## src/rtl/mem_quad_dma.sv

```systemverilog
// Four-lane load/store sequencer for the 4-port 256x16 data memory.
// Optional feature macro: DMA_STRIDE_EN (adds the stride port; otherwise the beat step is 4).

// Small synchronous FIFO; head is presented combinationally from storage.
// Latency: a push is visible at the head the following cycle.
// Backpressure: pops on pop_vld && pop_rdy; the producer guarantees it never pushes when full.
module mem_quad_dma_fifo #(
    parameter int WIDTH = 64,
    parameter int DEPTH = 2
) (
    input  logic                             clock,
    input  logic                             reset,
    input  logic                             push_vld,
    input  logic [WIDTH-1:0]                 push_dat,
    output logic                             pop_vld,
    input  logic                             pop_rdy,
    output logic [WIDTH-1:0]                 pop_dat,
    output logic [$clog2(DEPTH+1)-1:0]       level
);
    localparam int AW = (DEPTH > 1) ? $clog2(DEPTH) : 1;
    localparam int LW = $clog2(DEPTH+1);

    logic [WIDTH-1:0] mem [DEPTH];
    logic [AW-1:0]    wr_ptr;
    logic [AW-1:0]    rd_ptr;
    logic             pop;

    assign pop_vld = (level != '0);
    assign pop     = pop_vld && pop_rdy;
    assign pop_dat = mem[rd_ptr];

    always_ff @(posedge clock) begin
        if (reset) begin
            wr_ptr <= '0;
            rd_ptr <= '0;
            level  <= '0;
            for (int i = 0; i < DEPTH; i++) begin
                mem[i] <= '0;
            end
        end else begin
            if (push_vld) begin
                mem[wr_ptr] <= push_dat;
                wr_ptr      <= (wr_ptr == AW'(DEPTH-1)) ? '0 : wr_ptr + 1'b1;
            end
            if (pop) begin
                rd_ptr <= (rd_ptr == AW'(DEPTH-1)) ? '0 : rd_ptr + 1'b1;
            end
            level <= level + LW'(push_vld) - LW'(pop);
        end
    end
endmodule

// Sequences count beats of four 16-bit words between the data memory and 64-bit streams.
// Latency: read beat 0 reaches out_valid 3 cycles after acceptance; a write beat hits memory 1 cycle after acceptance.
// Backpressure: read issue is credit-limited by the 2-entry output FIFO; in_ready drops once count beats are taken.
module mem_quad_dma #(
    parameter int BEAT_MAX = 64
) (
    input  logic                             clock,
    input  logic                             reset,
    input  logic                             start,
    input  logic                             dir,
    input  logic [7:0]                       base_addr,
    input  logic [$clog2(BEAT_MAX+1)-1:0]    count,
`ifdef DMA_STRIDE_EN
    input  logic [7:0]                       stride,
`endif
    output logic [7:0]                       addr0,
    output logic [7:0]                       addr1,
    output logic [7:0]                       addr2,
    output logic [7:0]                       addr3,
    output logic                             write_en0,
    output logic                             write_en1,
    output logic                             write_en2,
    output logic                             write_en3,
    output logic [15:0]                      datain0,
    output logic [15:0]                      datain1,
    output logic [15:0]                      datain2,
    output logic [15:0]                      datain3,
    input  logic [15:0]                      dataout0,
    input  logic [15:0]                      dataout1,
    input  logic [15:0]                      dataout2,
    input  logic [15:0]                      dataout3,
    output logic [63:0]                      out_data,
    output logic                             out_valid,
    input  logic                             out_ready,
    input  logic [63:0]                      in_data,
    input  logic                             in_valid,
    output logic                             in_ready,
    output logic                             busy,
    output logic                             done
);
    localparam int CW = $clog2(BEAT_MAX+1);

    typedef enum logic [1:0] {IDLE, RD, RDRAIN, WR} state_t;

    typedef struct packed {
        logic [CW-1:0] beats;
        logic [7:0]    step;
    } cmd_t;

    state_t        state;
    cmd_t          cmd;
    logic [7:0]    step_in;
    logic [7:0]    beat_addr;
    logic [CW-1:0] beat_cnt;
    logic [CW-1:0] pop_cnt;
    logic          rd_v1;
    logic          rd_v2;
    logic [7:0]    addr_q [4];
    logic [15:0]   din_q [4];
    logic [3:0]    we_q;
    logic [1:0]    fifo_level;
    logic [63:0]   rd_beat;
    logic          pop;
    logic [2:0]    occ;
    logic          issue_ok;

`ifdef DMA_STRIDE_EN
    assign step_in = stride;
`else
    assign step_in = 8'd4;
`endif

    assign addr0     = addr_q[0];
    assign addr1     = addr_q[1];
    assign addr2     = addr_q[2];
    assign addr3     = addr_q[3];
    assign datain0   = din_q[0];
    assign datain1   = din_q[1];
    assign datain2   = din_q[2];
    assign datain3   = din_q[3];
    assign write_en0 = we_q[0];
    assign write_en1 = we_q[1];
    assign write_en2 = we_q[2];
    assign write_en3 = we_q[3];

    assign rd_beat  = {dataout3, dataout2, dataout1, dataout0};
    assign pop      = out_valid && out_ready;
    // rd_v1: address on the memory bus this cycle; rd_v2: read data on dataoutN this cycle.
    assign occ      = 3'(fifo_level) + 3'(rd_v1) + 3'(rd_v2) - 3'(pop);
    assign issue_ok = (occ <= 3'd1);
    assign in_ready = (state == WR) && (beat_cnt != cmd.beats);

    mem_quad_dma_fifo #(
        .WIDTH (64),
        .DEPTH (2)
    ) u_out_fifo (
        .clock    (clock),
        .reset    (reset),
        .push_vld (rd_v2),
        .push_dat (rd_beat),
        .pop_vld  (out_valid),
        .pop_rdy  (out_ready),
        .pop_dat  (out_data),
        .level    (fifo_level)
    );

    always_ff @(posedge clock) begin
        if (reset) begin
            state     <= IDLE;
            cmd       <= '0;
            beat_addr <= '0;
            beat_cnt  <= '0;
            pop_cnt   <= '0;
            rd_v1     <= 1'b0;
            rd_v2     <= 1'b0;
            we_q      <= '0;
            busy      <= 1'b0;
            done      <= 1'b0;
            for (int i = 0; i < 4; i++) begin
                addr_q[i] <= '0;
                din_q[i]  <= '0;
            end
        end else begin
            done  <= 1'b0;
            we_q  <= '0;
            rd_v1 <= 1'b0;
            rd_v2 <= rd_v1;
            case (state)
                IDLE: begin
                    if (start) begin
                        cmd.beats <= count;
                        cmd.step  <= step_in;
                        pop_cnt   <= '0;
                        if (count == '0) begin
                            beat_cnt <= '0;
                            done     <= 1'b1;
                        end else if (!dir) begin
                            // Beat 0 issues on acceptance so its address is on the bus next cycle.
                            state     <= RD;
                            busy      <= 1'b1;
                            rd_v1     <= 1'b1;
                            beat_cnt  <= CW'(1);
                            beat_addr <= base_addr + step_in;
                            for (int i = 0; i < 4; i++) begin
                                addr_q[i] <= base_addr + 8'(i);
                            end
                        end else begin
                            state     <= WR;
                            busy      <= 1'b1;
                            beat_cnt  <= '0;
                            beat_addr <= base_addr;
                        end
                    end
                end
                RD: begin
                    if (beat_cnt == cmd.beats) begin
                        state <= RDRAIN;
                    end else if (issue_ok) begin
                        rd_v1     <= 1'b1;
                        beat_cnt  <= beat_cnt + 1'b1;
                        beat_addr <= beat_addr + cmd.step;
                        for (int i = 0; i < 4; i++) begin
                            addr_q[i] <= beat_addr + 8'(i);
                        end
                    end
                    if (pop) begin
                        pop_cnt <= pop_cnt + 1'b1;
                    end
                end
                RDRAIN: begin
                    if (pop) begin
                        pop_cnt <= pop_cnt + 1'b1;
                        if (pop_cnt + CW'(1) == cmd.beats) begin
                            state <= IDLE;
                            busy  <= 1'b0;
                            done  <= 1'b1;
                        end
                    end
                end
                WR: begin
                    if (in_valid && in_ready) begin
                        we_q      <= 4'hF;
                        beat_cnt  <= beat_cnt + 1'b1;
                        beat_addr <= beat_addr + cmd.step;
                        for (int i = 0; i < 4; i++) begin
                            addr_q[i] <= beat_addr + 8'(i);
                            din_q[i]  <= in_data[16*i +: 16];
                        end
                    end else if (beat_cnt == cmd.beats && we_q[0]) begin
                        // The final write is on the bus this cycle.
                        state <= IDLE;
                        busy  <= 1'b0;
                        done  <= 1'b1;
                    end
                end
                default: state <= IDLE;
            endcase
        end
    end
endmodule

```

## config.mk

```make
export PLATFORM = sky130hd
export DESIGN_NAME = mem_quad_dma
export DESIGN_NICKNAME = d
export VERILOG_FILES = /design/src/rtl/mem_quad_dma.sv
export SDC_FILE = /design/constraint.sdc
export NUM_CORES = 1
export LEC_CHECK = 0
export BUFFER_PORTS_ARGS = -buffer_cell sky130_fd_sc_hd__buf_2
export CAP_MARGIN = 20
export CORE_ASPECT_RATIO = 0.75
export CORE_UTILIZATION = 55
export CTS_BUF_LIST = sky130_fd_sc_hd__clkbuf_4 sky130_fd_sc_hd__clkbuf_8
export DETAILED_ROUTE_END_ITERATION = 6
export GPL_TIMING_DRIVEN = 0
export PLACE_DENSITY = 0.9
export SETUP_SLACK_MARGIN = 0.05
export SLEW_MARGIN = 20
export SYNTH_ARGS = -nofsm -noshare
export SYNTH_HDL_FRONTEND = slang
export SYNTH_SLANG_ARGS = --single-unit
```

## constraint.sdc

```tcl
create_clock -name clock -period 4.2 [get_ports clock]
set_input_delay 0.63 -clock clock [delete_from_list [all_inputs] [get_ports clock]]
set_output_delay 0.63 -clock clock [all_outputs]
set_load 0.1 [all_outputs]
```

==> metrics.yaml, run 1 <==
post_drt_wl_per_cell_um: 18.06
clock-root-buffer: "clkbuf_8"
start_util_pct: 56.05
via_per_inst: 5.399
run_status: "finished clean"
dr_wl_met3_um: 3337
cts_setup_buffers: 0
place.gp.congestion: 0.9321
synthCells: 1005
ctsHoldBuffers: 0
p_per_area_mw_per_mm2: 670.4
cts_tree: "built"
drt_iter0_drc: 848
ff_latch_area_mm2: 0.007567
fin_crit_ps: 3959
syn_to_final_growth_pct: 23.39
finalNetCount: 1536
htree_levels: 2
min_period_over_period_pct: 94.25
multi_input_comb_area_mm2: 0.004466
min_path_type: "primary input to flop"
synth_edf_count: 224
antenna_found_initial: 4
cts_sinks: 266
fillers: 1578
synth_seq_area_share_pct: 61.22
syn_nets: 1176
finalMaxSlewViolations: 0
first_pass_iters: 6
grt_use_total_pct: 26.03
path_class: "flop to flop"
grt-ovfl-total: 0
tightestPinTransition_ps: 762.5
die-height_um: 131.8
p_seq_share_pct: 33.2
die-area_mm2: 0.02308
synth_top_cell_area_share_pct: 54.42
worst_slack_ps: 241.3
grt_pass1_wl_um: 46790
ioPinCount: 317
critPathRequiredTime_ps: 4540
ys.flop_type: "edfxtp_1"
cp.arrival_ps: 4300
clk_latency_ps: 550
p_sw_mw: 4.871
yosysTopAreaCell: "edfxtp_1"
fp.dieW_um: 175.1
wl_met2_um: 14590
drive_gt1_share_pct: 33.57
switching_share_pct: 47.64
numCtsBuffers: 43
timing_hold_violations_final: 0
synth_common_cells: "edfxtp_1 (224), and2_1 (198), mux2_2 (64), nand2_1 (64), clkbuf_1 (57)"
rows: 47
finalSetupTns_ps: 0
timing.max_slew.rel_slack_pct: 48.98
clkTransAtPathRegs_ps: 60
synthTopCellsByArea: "edfxtp_1 (54%), and2_1 (10%), dfxtp_1 (6.8%)"
async_reset_ff_share_pct: 0
finClkSkew_ps: 23.94
grt_setup_unrepaired: "no"
max_freq_mhz: 252.6
ys_ff_latch: 266
grt_max_degree: 40
portBuffers: 311
dp_hpwl_um: 22340
drc: 0
leakage_nw: 6.369
dp_slack_ps: 14.20
ys_warn_count: 0
finalSetupViolations: 0
vias: 9156
p_clk_share_pct: 21.5
coreArea_mm2: 0.02205
internal-power_mw: 5.354
crit_path_end_kind: "flop"
routed.top_layer: "met5"
cp_max_fo: 10
clock_path_buffers: 3
final_antenna_net_count: 0
yosysMostFrequentCell: "edfxtp_1"
cts_resized: 0
synth_area_mm2: 0.01236
ir_drop_mv: 0.5347
synth.distinct_cells: 61
cp-start-kind: "flop"
avgSynthCellArea_um2: 12.30
wirelength_met1_um: 12050
grt_pass1_vias: 8873
maxCapViolCount: 0
power_frac_comb_pct: 45.3
finalWirelength_um: 30630
-- critical path, stage by stage (launching register included) --
cell,delay (ps)
dfxtp_1,330
or2_2,310
and2_1,170
clkbuf_1,220
ha_1,350
fa_1,370
inv_1,70
fa_1,400
nor2_1,300
nand2_1,160
a211oi_2,410
clkbuf_1,440
nand2_1,90
o21ai_0,140
-- registers in the layout (all words and copies together) (netlist names), named ones only --
name	count
addr_q	32
beat_addr	8
beat_cnt	7
busy	1
cmd	8
din_q	64
done	1
pop_cnt	7
rd_v1	1
rd_v2	1
state	2
u_out_fifo.level	2
u_out_fifo.mem	128
u_out_fifo.rd_ptr	1
u_out_fifo.wr_ptr	1
we_q	1
-- per-stage QoR --
step                std cells  power, mW  hold slack, ps  instance area (um2)  util (%)
global placement         1610      7.941           456.5                14290     64.78
CTS                      1694      10.23           322.5                15240     69.11
floorplan                1005      7.215           441.2                12360         -
detailed placement       1614      8.031           469.9                14390     65.24
global route             1694      10.58           316.4                15250     69.14
finish                   1696      10.22           340.5                15250     69.16
-- per-layer routing --
layer | global-route usage [%] | vias to the layer above
met3 | 8.074 | 60
li1 | - | 4254
met2 | 43.06 | 485
met1 | 33.33 | 4355
met4 | 6.763 | 2
met5 | 0 | -
-- worst paths after layout --
| kind | startpoint | endpoint | slack, ps | depth (start not counted) |
|---|---|---|---|---|
| worst min-delay path | count[5] | cmd[13]$_SDFFE_PP0P_ | 340 | 3 |
| worst max register to register | u_out_fifo.level[1]$_SDFF_PP0_ | addr_q[1][1]$_DFFE_PP_ | 240 | 13 |
| worst max-delay path | u_out_fifo.level[1]$_SDFF_PP0_ | addr_q[1][1]$_DFFE_PP_ | 240 | 13 |
| worst min register to register | busy$_SDFFE_PP0P_ | busy$_SDFFE_PP0P_ | 490 | 2 |
-- cells by family after synthesis --
group / after synthesis / synth area share, %
DFF: 266 / 61.22
muxes: 75 / 6.721
AOI/OAI and AO/OA: 117 / 5.507
buffers and inverters: 88 / 2.865
xor gates and xnor gates: 58 / 4.110
and+or+nand+nor: 379 / 17.23
adders and majority gates: 22 / 2.348
-- area by class of cell --
cell class                 count  share of cell area, %
multi-input combinational    651                  29.28
buffer                        66                  1.788
clock inverter                18                 0.6235
antenna                        2                0.03281
inverter                      22                 0.5414
clock buffer                  62                  4.979
sequential                   266                  49.61
timing repair buffer         315                  10.73
tap                          294                  2.412
-- power by group through the flow --
stage	sequential (mW)	clock (mW)	combinational, mW
5_1_grt	3.42	2.36	4.80
2_1_floorplan	4.54	0	2.67
6_report	3.39	2.20	4.63
3_3_place_gp	3.44	0	4.50
4_1_cts	3.39	2.23	4.61
3_5_place_dp	3.44	0	4.59
-- layout by cell type, fill, tap and decap left out, types with 3 or more instances in the layout --
cell type | Yosys | layout
buf_2 | 3 | 314
edfxtp_1 | 224 | 224
and2_1 | 198 | 198
nand2_1 | 64 | 64
mux2_2 | 64 | 64
clkbuf_1 | 57 | 56
a21oi_1 | 52 | 52
clkbuf_8 | 0 | 47
nor2_1 | 42 | 42
dfxtp_1 | 42 | 42
xnor2_1 | 35 | 35
o21ai_0 | 29 | 29
xor2_1 | 23 | 23
inv_1 | 22 | 22
ha_1 | 20 | 20
nand3_1 | 19 | 19
clkbuf_4 | 0 | 15
or3_1 | 13 | 13
clkinv_1 | 0 | 12
mux2i_1 | 11 | 11
o22ai_1 | 10 | 10
nand4_1 | 7 | 7
nor2b_1 | 5 | 5
nor3_1 | 5 | 4
buf_12 | 0 | 4
o21ai_1 | 3 | 3
nand2b_1 | 3 | 3
and3_1 | 3 | 3
nor3b_1 | 3 | 3
a31oi_1 | 3 | 3
buf_4 | 3 | 3
Power figures use the tool's default switching activity.
==> inputs of run 2 (changes only) <==
- CORE_UTILIZATION: 55 -> 59
- PLACE_DENSITY: 0.9 -> 0.95
- SKIP_CTS_REPAIR_TIMING: not set -> 1
- clock period: 4.2 -> 4.6 ns (I/O delays scaled with it)
==> run 2 against run 1 <==
Compared with the run above:
- largest cell class unchanged
- critical path type unchanged
- setup slack improved by 180 ps
- global-route usage up 3.5 points
- clock power decreased by 10%
- critical path depth unchanged
- total power is 8.6% lower
==> metrics.yaml, run 2 (same netlist as run 1, synthesis figures left out) <==
layout_commonest_cell: "buf_2"  # unchanged
via_per_inst: 5.603  # was 5.399
first_pass_iters: 6  # unchanged
tightestPinTransition_ps: 810.9  # was 762.5 ps
largest_reg_flops: 128  # unchanged
clock_path_buffers: 3  # unchanged
final_cell_mix: "buf_2 (314), edfxtp_1 (224), and2_1 (198), nand2_1 (64), mux2_2 (64)"  # unchanged
run_status: "finished clean"  # unchanged
vias: 9397  # was 9156
timing_hold_violations_final: 0  # unchanged
cts_sinks: 266  # unchanged
critPathRequiredTime_ps: 4950  # was 4540 ps
crit_path_end_kind: "flop"  # unchanged
r2r-end: "addr_q[1][5]$_DFFE_PP_"  # was addr_q[1][1]$_DFFE_PP_
clkTransAtPathRegs_ps: 70  # was 60 ps
die-height_um: 127.4  # was 131.8 um
finalSetupTns_ps: 0  # unchanged
coreArea_mm2: 0.02038  # was 0.02205 mm2
start_util_pct: 60.64  # was 56.05%
crit_buf_inv: 3  # unchanged
largestRegisters: "u_out_fifo.mem: 128 flops, din_q: 64 flops, addr_q: 32 flops"  # unchanged
min_period_over_period_pct: 90.74  # was 94.25%
final_antenna_net_count: 0  # unchanged
finalNetCount: 1535  # was 1536
grt_pass1_wl_um: 48500  # was 46790 um
hold_path_end: "cmd[11]$_SDFFE_PP0P_"  # was cmd[13]$_SDFFE_PP0P_
path_class: "flop to flop"  # unchanged
worstReg2RegStart: "u_out_fifo.level[1]$_SDFF_PP0_"  # unchanged
grt_setup_unrepaired: "no"  # unchanged
critical-path-slowest-cell: "a211oi_1"  # was clkbuf_1
die-area_mm2: 0.02154  # was 0.02308 mm2
finalWirelength_um: 32580  # was 30630 um
min_path_type: "primary input to flop"  # unchanged
finalMaxSlewViolations: 0  # unchanged
rows: 45  # was 47
grt_use_total_pct: 29.50  # was 26.03%
cp.arrival_ps: 4530  # was 4300 ps
r2r_cells: 13  # unchanged
clk_latency_ps: 540  # was 550 ps
post_drt_wl_per_cell_um: 19.43  # was 18.06 um
htree_levels: 2  # unchanged
power_mw: 9.342  # was 10.22 mW
drive_gt1_share_pct: 33.43  # was 33.57%
place_area_mm2: 0.01439  # about the same
maxCapViolCount: 0  # unchanged
leakage_nw: 6.359  # was 6.369 nW
hold-worst-slack_ps: 405.4  # was 340.5 ps
fin_crit_ps: 4174  # was 3959 ps
final_area_mm2: 0.01521  # was 0.01525 mm2
cts_tree: "built"  # unchanged
drc: 0  # unchanged
fp.dieW_um: 169.1  # was 175.1 um
whs_path_depth: 3  # unchanged
antenna_found_initial: 4  # unchanged
clock-root-buffer: "clkbuf_8"  # unchanged
ir_drop_mv: 0.5972  # was 0.5347 mV
dp.cells: 1602  # was 1614
grt_pass1_vias: 9028  # was 8873
fin_cells: 1677  # was 1696
ioPinCount: 317  # unchanged
top_register: "u_out_fifo.mem"  # unchanged
numCtsBuffers: 42  # was 43
p_per_area_mw_per_mm2: 614.2  # was 670.4 mW/mm2
worstHoldStart: "count[3]"  # was count[5]
portBuffers: 311  # unchanged
path_cells: "or2_2, and2_1, clkbuf_1, ha_1, fa_1, inv_1, fa_1, nor2_1, nand2_1, a211oi_1, clkbuf_1, a21oi_1, a21oi_1"  # was or2_2, and2_1, clkbuf_1, ha_1, fa_1, inv_1, fa_1, nor2_1, nand2_1, a211oi_2, clkbuf_1, nand2_1, o21ai_0
path_delay_family: "adder cells"  # unchanged
max_freq_mhz: 239.6  # was 252.6 MHz
ff2ff_setup_slack_ps: 430  # was 240 ps
cp_max_fo: 10  # unchanged
syn_to_final_growth_pct: 23.05  # was 23.39%
cpPeakStageDelay_ps: 550  # was 440 ps
dp_hpwl_um: 23260  # was 22340 um
cp-start-kind: "flop"  # unchanged
finalSetupViolations: 0  # unchanged
grt_max_degree: 55  # was 40
grt-ovfl-total: 0  # unchanged
place.gp.congestion: 0.9597  # was 0.9321
finClkSkew_ps: 42.24  # was 23.94 ps
drt_iter0_drc: 899  # was 848
timing.max_slew.rel_slack_pct: 45.58  # was 48.98%
run 2: cell type report:
type / count / area [um2]
diodes: 1 / 2.502
clock buffers: 55 / 694.4
multi-input cells: 651 / 4461
repair buffers: 315 / 1659
inverters: 22 / 82.58
well taps: 282 / 352.8
plain buffers: 66 / 271.5
fillers: 1348 / 5172
clock inverters: 19 / 118.9
flip-flops and latches: 266 / 7567
run 2: how the worst max path moves through the flow:
stage / startpoint / to / slack, ps / cells after the start
after floorplan: rd_v2$_SDFF_PP0_ / u_out_fifo.mem[0][0]$_SDFFCE_PN0P_ / 680 / 2
after global placement: rd_v2$_SDFF_PP0_ / u_out_fifo.mem[0][20]$_SDFFCE_PN0P_ / -750 / 2
after detailed placement: out_ready / addr_q[3][3]$_DFFE_PP_ / 320 / 12
after CTS: u_out_fifo.level[1]$_SDFF_PP0_ / addr_q[0][3]$_DFFE_PP_ / 490 / 12
after global routing: u_out_fifo.level[1]$_SDFF_PP0_ / addr_q[0][3]$_DFFE_PP_ / 150 / 13
final: u_out_fifo.level[1]$_SDFF_PP0_ / addr_q[1][5]$_DFFE_PP_ / 430 / 13
run 2: metrics by stage:
| stage | setup slack, ps | utilization, % |
|---|---|---|
| finish | 425.8 | 74.62 |
| global route | 146.3 | 74.62 |
| CTS | 489.0 | 74.61 |
| global placement | -748.4 | 70.01 |
| floorplan | 684.6 | - |
| detailed placement | 318.0 | 70.62 |
run 2: worst reg2reg max path, cell delays in order, from the launching register on:
cell and delay [ps]:
dfxtp_1 330, or2_2 300, and2_1 160, clkbuf_1 230
ha_1 360, fa_1 360, inv_1 80, fa_1 410
nor2_1 310, nand2_1 150, a211oi_1 550, clkbuf_1 410
a21oi_1 90, a21oi_1 240
run 2: layer usage:
layer	track usage, %	vias to the layer above	routed length, um
met3	7.776	87	3325
met2	49.87	567	15750
met1	37.31	4490	12600
li1	-	4247	-
met4	9.274	6	857
met5	0	-	41
run 2: report_power, final:
group          leakage, nW  total (mW)  internal [mW]  switching, mW
logic                 3.25        4.26          0.855           3.41
clock network        0.434        1.97           1.05          0.928
registers             2.67        3.11           2.96          0.142
total                 6.36        9.34           4.87           4.48
==> inputs of run 3 (changes only) <==
- ABC_AREA: not set -> 1
- CORE_UTILIZATION: 59 -> 60
==> run 3 against run 2 <==
Compared with the run above:
- first-iteration DRC count up 2.0%
- wire length up 7.2%
- sequential power about the same
- critical path depth up 1
- clock-buffer cell count up 3
- register-to-register slack better by 350 ps
- flip-flop and latch count unchanged
- final area up 1.2%
- global-route usage up 2.7 points
- critical endpoint is now addr_q[0][1]$_DFFE_PP_
- highest routed layer unchanged
==> metrics.yaml, run 3 <==
grt_setup_unrepaired: "no"  # unchanged
fillers: 1320  # was 1348
finalSetupViolations: 0  # unchanged
worstReg2RegStart: "u_out_fifo.level[1]$_SDFF_PP0_"  # unchanged
via_per_inst: 5.334  # was 5.603
r2r_cells: 14  # was 13
clock-root-buffer: "clkbuf_8"  # unchanged
coreArea_mm2: 0.02038  # unchanged
finalNetCount: 1770  # was 1535
grt_max_degree: 62  # was 55
yosysMostFrequentCell: "nor2_1"  # was edfxtp_1
grt_pass1_vias: 9956  # was 9028
internal-power_mw: 4.773  # was 4.865 mW
top_register: "u_out_fifo.mem"  # unchanged
maxCapViolCount: 0  # unchanged
cpPeakStageDelay_ps: 420  # was 550 ps
crit_path_end_kind: "flop"  # unchanged
rows: 45  # unchanged
final_cell_mix: "buf_2 (332), nor2_1 (244), edfxtp_1 (224), inv_1 (203), nand2_1 (158)"  # was buf_2 (314), edfxtp_1 (224), and2_1 (198), nand2_1 (64), mux2_2 (64)
p_sw_mw: 4.266  # was 4.477 mW
antenna_found_initial: 5  # was 4
fp.dieW_um: 169.1  # about the same
cts_sinks: 266  # unchanged
dp_hpwl_um: 25580  # was 23260 um
synthTopCellsByArea: "edfxtp_1 (54%), nor2_1 (7.3%), dfxtp_1 (6.7%)"  # was edfxtp_1 (54%), and2_1 (10%), dfxtp_1 (6.8%)
ir_drop_mv: 0.3891  # was 0.5972 mV
cp-startpoint: "u_out_fifo.level[1]$_SDFF_PP0_"  # unchanged
grt-ovfl-total: 0  # unchanged
start_util_pct: 61.65  # was 60.64%
die-area_mm2: 0.02153  # was 0.02154 mm2
ioPinCount: 317  # unchanged
p_seq_share_pct: 34.3  # was 33.3%
grt_use_total_pct: 32.23  # was 29.50%
dp.cells: 1838  # was 1602
cp_max_fo: 10  # unchanged
run_status: "finished clean"  # unchanged
p_per_area_mw_per_mm2: 587.3  # was 614.2 mW/mm2
min_path_type: "primary input to flop"  # unchanged
clk_latency_ps: 540  # about the same
synth_edf_count: 224  # unchanged
path_class: "flop to flop"  # unchanged
worst_slack_ps: 772.8  # was 425.8 ps
timing.max_slew.rel_slack_pct: 44.96  # was 45.58%
min_period_over_period_pct: 83.20  # was 90.74%
clock_path_buffers: 3  # unchanged
power_frac_comb_pct: 44.0  # was 45.6%
synth_area_mm2: 0.01257  # was 0.01236 mm2
fin_crit_ps: 3827  # was 4174 ps
ff2ff_setup_slack_ps: 770  # was 430 ps
power_mw: 9.039  # was 9.342 mW
cts_tree: "built"  # unchanged
syn_to_final_growth_pct: 22.48  # was 23.05%
finalMaxSlewViolations: 0  # unchanged
place.gp.congestion: 0.9611  # was 0.9597
finalWirelength_um: 34940  # was 32580 um
synth.distinct_cells: 41  # was 61
async_reset_ff_share_pct: 0  # unchanged
vias: 10215  # was 9397
hold_path_end: "beat_addr[1]$_SDFFE_PP0P_"  # was cmd[11]$_SDFFE_PP0P_
drive_gt1_share_pct: 30.82  # was 33.43%
syn_nets: 1410  # was 1176
critical-path-slowest-cell: "fa_1"  # was a211oi_1
dp_slack_ps: 718.9  # was 318.0 ps
cp.arrival_ps: 4000  # was 4530 ps
timing_hold_violations_final: 0  # unchanged
layout_commonest_cell: "buf_2"  # unchanged
cp-start-kind: "flop"  # unchanged
numCtsBuffers: 41  # was 42
grt_pass1_wl_um: 52690  # was 48500 um
multi_input_comb_area_mm2: 0.004001  # was 0.004461 mm2
max_freq_mhz: 261.3  # was 239.6 MHz
fin_cells: 1915  # was 1677
path_delay_family: "simple AND/OR/NAND/NOR gates"  # was adder cells
portBuffers: 314  # was 311
path_cells: "inv_1, nand2_1, nand2_1, inv_1, ha_1, fa_1, inv_1, fa_1, nor2_1, nand4_4, nand2_4, inv_6, buf_4, nand3_1"  # was or2_2, and2_1, clkbuf_1, ha_1, fa_1, inv_1, fa_1, nor2_1, nand2_1, a211oi_1, clkbuf_1, a21oi_1, a21oi_1
ys.flop_type: "edfxtp_1"  # unchanged
critPathRequiredTime_ps: 4770  # was 4950 ps
tightestPinTransition_ps: 825.6  # was 810.9 ps
clkTransAtPathRegs_ps: 70  # about the same
crit_buf_inv: 5  # was 3
cp_common_cell: "inv_1"
finClkSkew_ps: 21.51  # was 42.24 ps
switching_share_pct: 47.19  # was 47.92%
synthCells: 1239  # was 1005
drt_iter0_drc: 917  # was 899
worstHoldStart: "reset"  # was count[3]
htree_levels: 2  # unchanged
final_antenna_net_count: 0  # unchanged
whs_path_depth: 2  # was 3
avgSynthCellArea_um2: 10.14  # was 12.30 um2
r2r-end: "addr_q[0][1]$_DFFE_PP_"  # was addr_q[1][5]$_DFFE_PP_
largest_reg_flops: 128  # unchanged
largestRegisters: "u_out_fifo.mem: 128 flops, din_q: 64 flops, addr_q: 32 flops"  # unchanged
leakage_nw: 7.322  # was 6.359 nW
die-height_um: 127.3  # was 127.4 um
post_drt_wl_per_cell_um: 18.24  # was 19.43 um
hold-worst-slack_ps: 445.8  # was 405.4 ps
synth_common_cells: "nor2_1 (244), edfxtp_1 (224), inv_1 (203)"  # was edfxtp_1 (224), and2_1 (198), mux2_2 (64), nand2_1 (64), clkbuf_1 (57)
synth_seq_area_share_pct: 60.22  # was 61.22%
ff_latch_area_mm2: 0.007567  # unchanged
ys_warn_count: 0  # unchanged
ys_ff_latch: 266  # unchanged
p_clk_share_pct: 21.7  # was 21.1%
synth_top_cell_area_share_pct: 53.53  # was 54.42%
yosysTopAreaCell: "edfxtp_1"  # unchanged
drc: 0  # unchanged
first_pass_iters: 6  # unchanged
finalSetupTns_ps: 0  # unchanged
-- run 3: cell types whose count changed after synthesis, sizes merged, moves of 11 or more --
cell,before,now
inv,22,208
a21oi,52,40
or3,14,0
clkbuf,58,20
buf,8,28
nand2,64,168
nand3,20,44
nor2,43,248
o21ai,32,55
and2,198,0
mux2i,11,0
xnor2,35,9
-- run 3: how the worst max path moves through the flow --
stage / to / cells after the start
floorplan: din_q[0][0]$_SDFFCE_PN0P_ / 5
global placement: u_out_fifo.mem[0][9]$_SDFFCE_PN0P_ / 7
detailed placement: addr_q[0][4]$_DFFE_PP_ / 13
CTS: addr_q[0][1]$_DFFE_PP_ / 14
global route: addr_q[0][5]$_DFFE_PP_ / 14
finish: addr_q[0][1]$_DFFE_PP_ / 14
-- run 3: cells by family after synthesis --
family	count (synthesis)	share of synthesized area, %
AND/OR/NAND/NOR	484	16.35
flip-flops	266	60.22
AO/OA/AOI/OAI	111	4.829
multiplexers	64	5.735
buffers and inverters	257	8.115
adder cells (fa/ha/maj)	22	2.310
XOR/XNOR	35	2.440
-- run 3: worst register-to-register path: cells and delay by family, from the launching register on --
family,cells,cell delay [ps]
fa+ha+maj,3,1070
buf+inv,5,670
flops,1,390
simple gates,6,1320
-- run 3: power by group through the flow --
stage,clock [mW],combinational [mW],sequential [mW]
final,1.96,3.98,3.10
after floorplan,0,2.30,3.99
after global placement,0,3.85,3.14
after global routing,2.06,4.17,3.13
after CTS,1.96,3.95,3.10
after detailed placement,0,3.92,3.15
-- run 3: cell type report --
type                            instances  share of cell area (%)
Antenna cell                            4                 0.06504
Buffer                                 48                   1.488
Clock buffer                           58                   4.536
Clock inverter                         15                  0.6666
Inverter                              209                   5.138
Multi-Input combinational cell        716                   26.00
Sequential cell                       266                   49.17
Tap cell                              282                   2.292
Timing Repair Buffer                  317                   10.65
-- run 3: per-layer routing --
| layer | global-route usage (%) | vias to the layer above | wire (um) |
|---|---|---|---|
| met5 | 0 | - | 13 |
| met4 | 15.63 | 2 | 1569 |
| met3 | 7.373 | 115 | 3197 |
| met2 | 53.28 | 512 | 16600 |
| met1 | 40.46 | 4834 | 13560 |
| li1 | - | 4752 | - |
-- run 3: metrics by stage --
step                area, um2  utilization (%)
finish                  15390            75.51
global route            15390            75.50
CTS                     15380            75.46
detailed placement      14580            71.53
global placement        14490            71.09
floorplan               12570                -
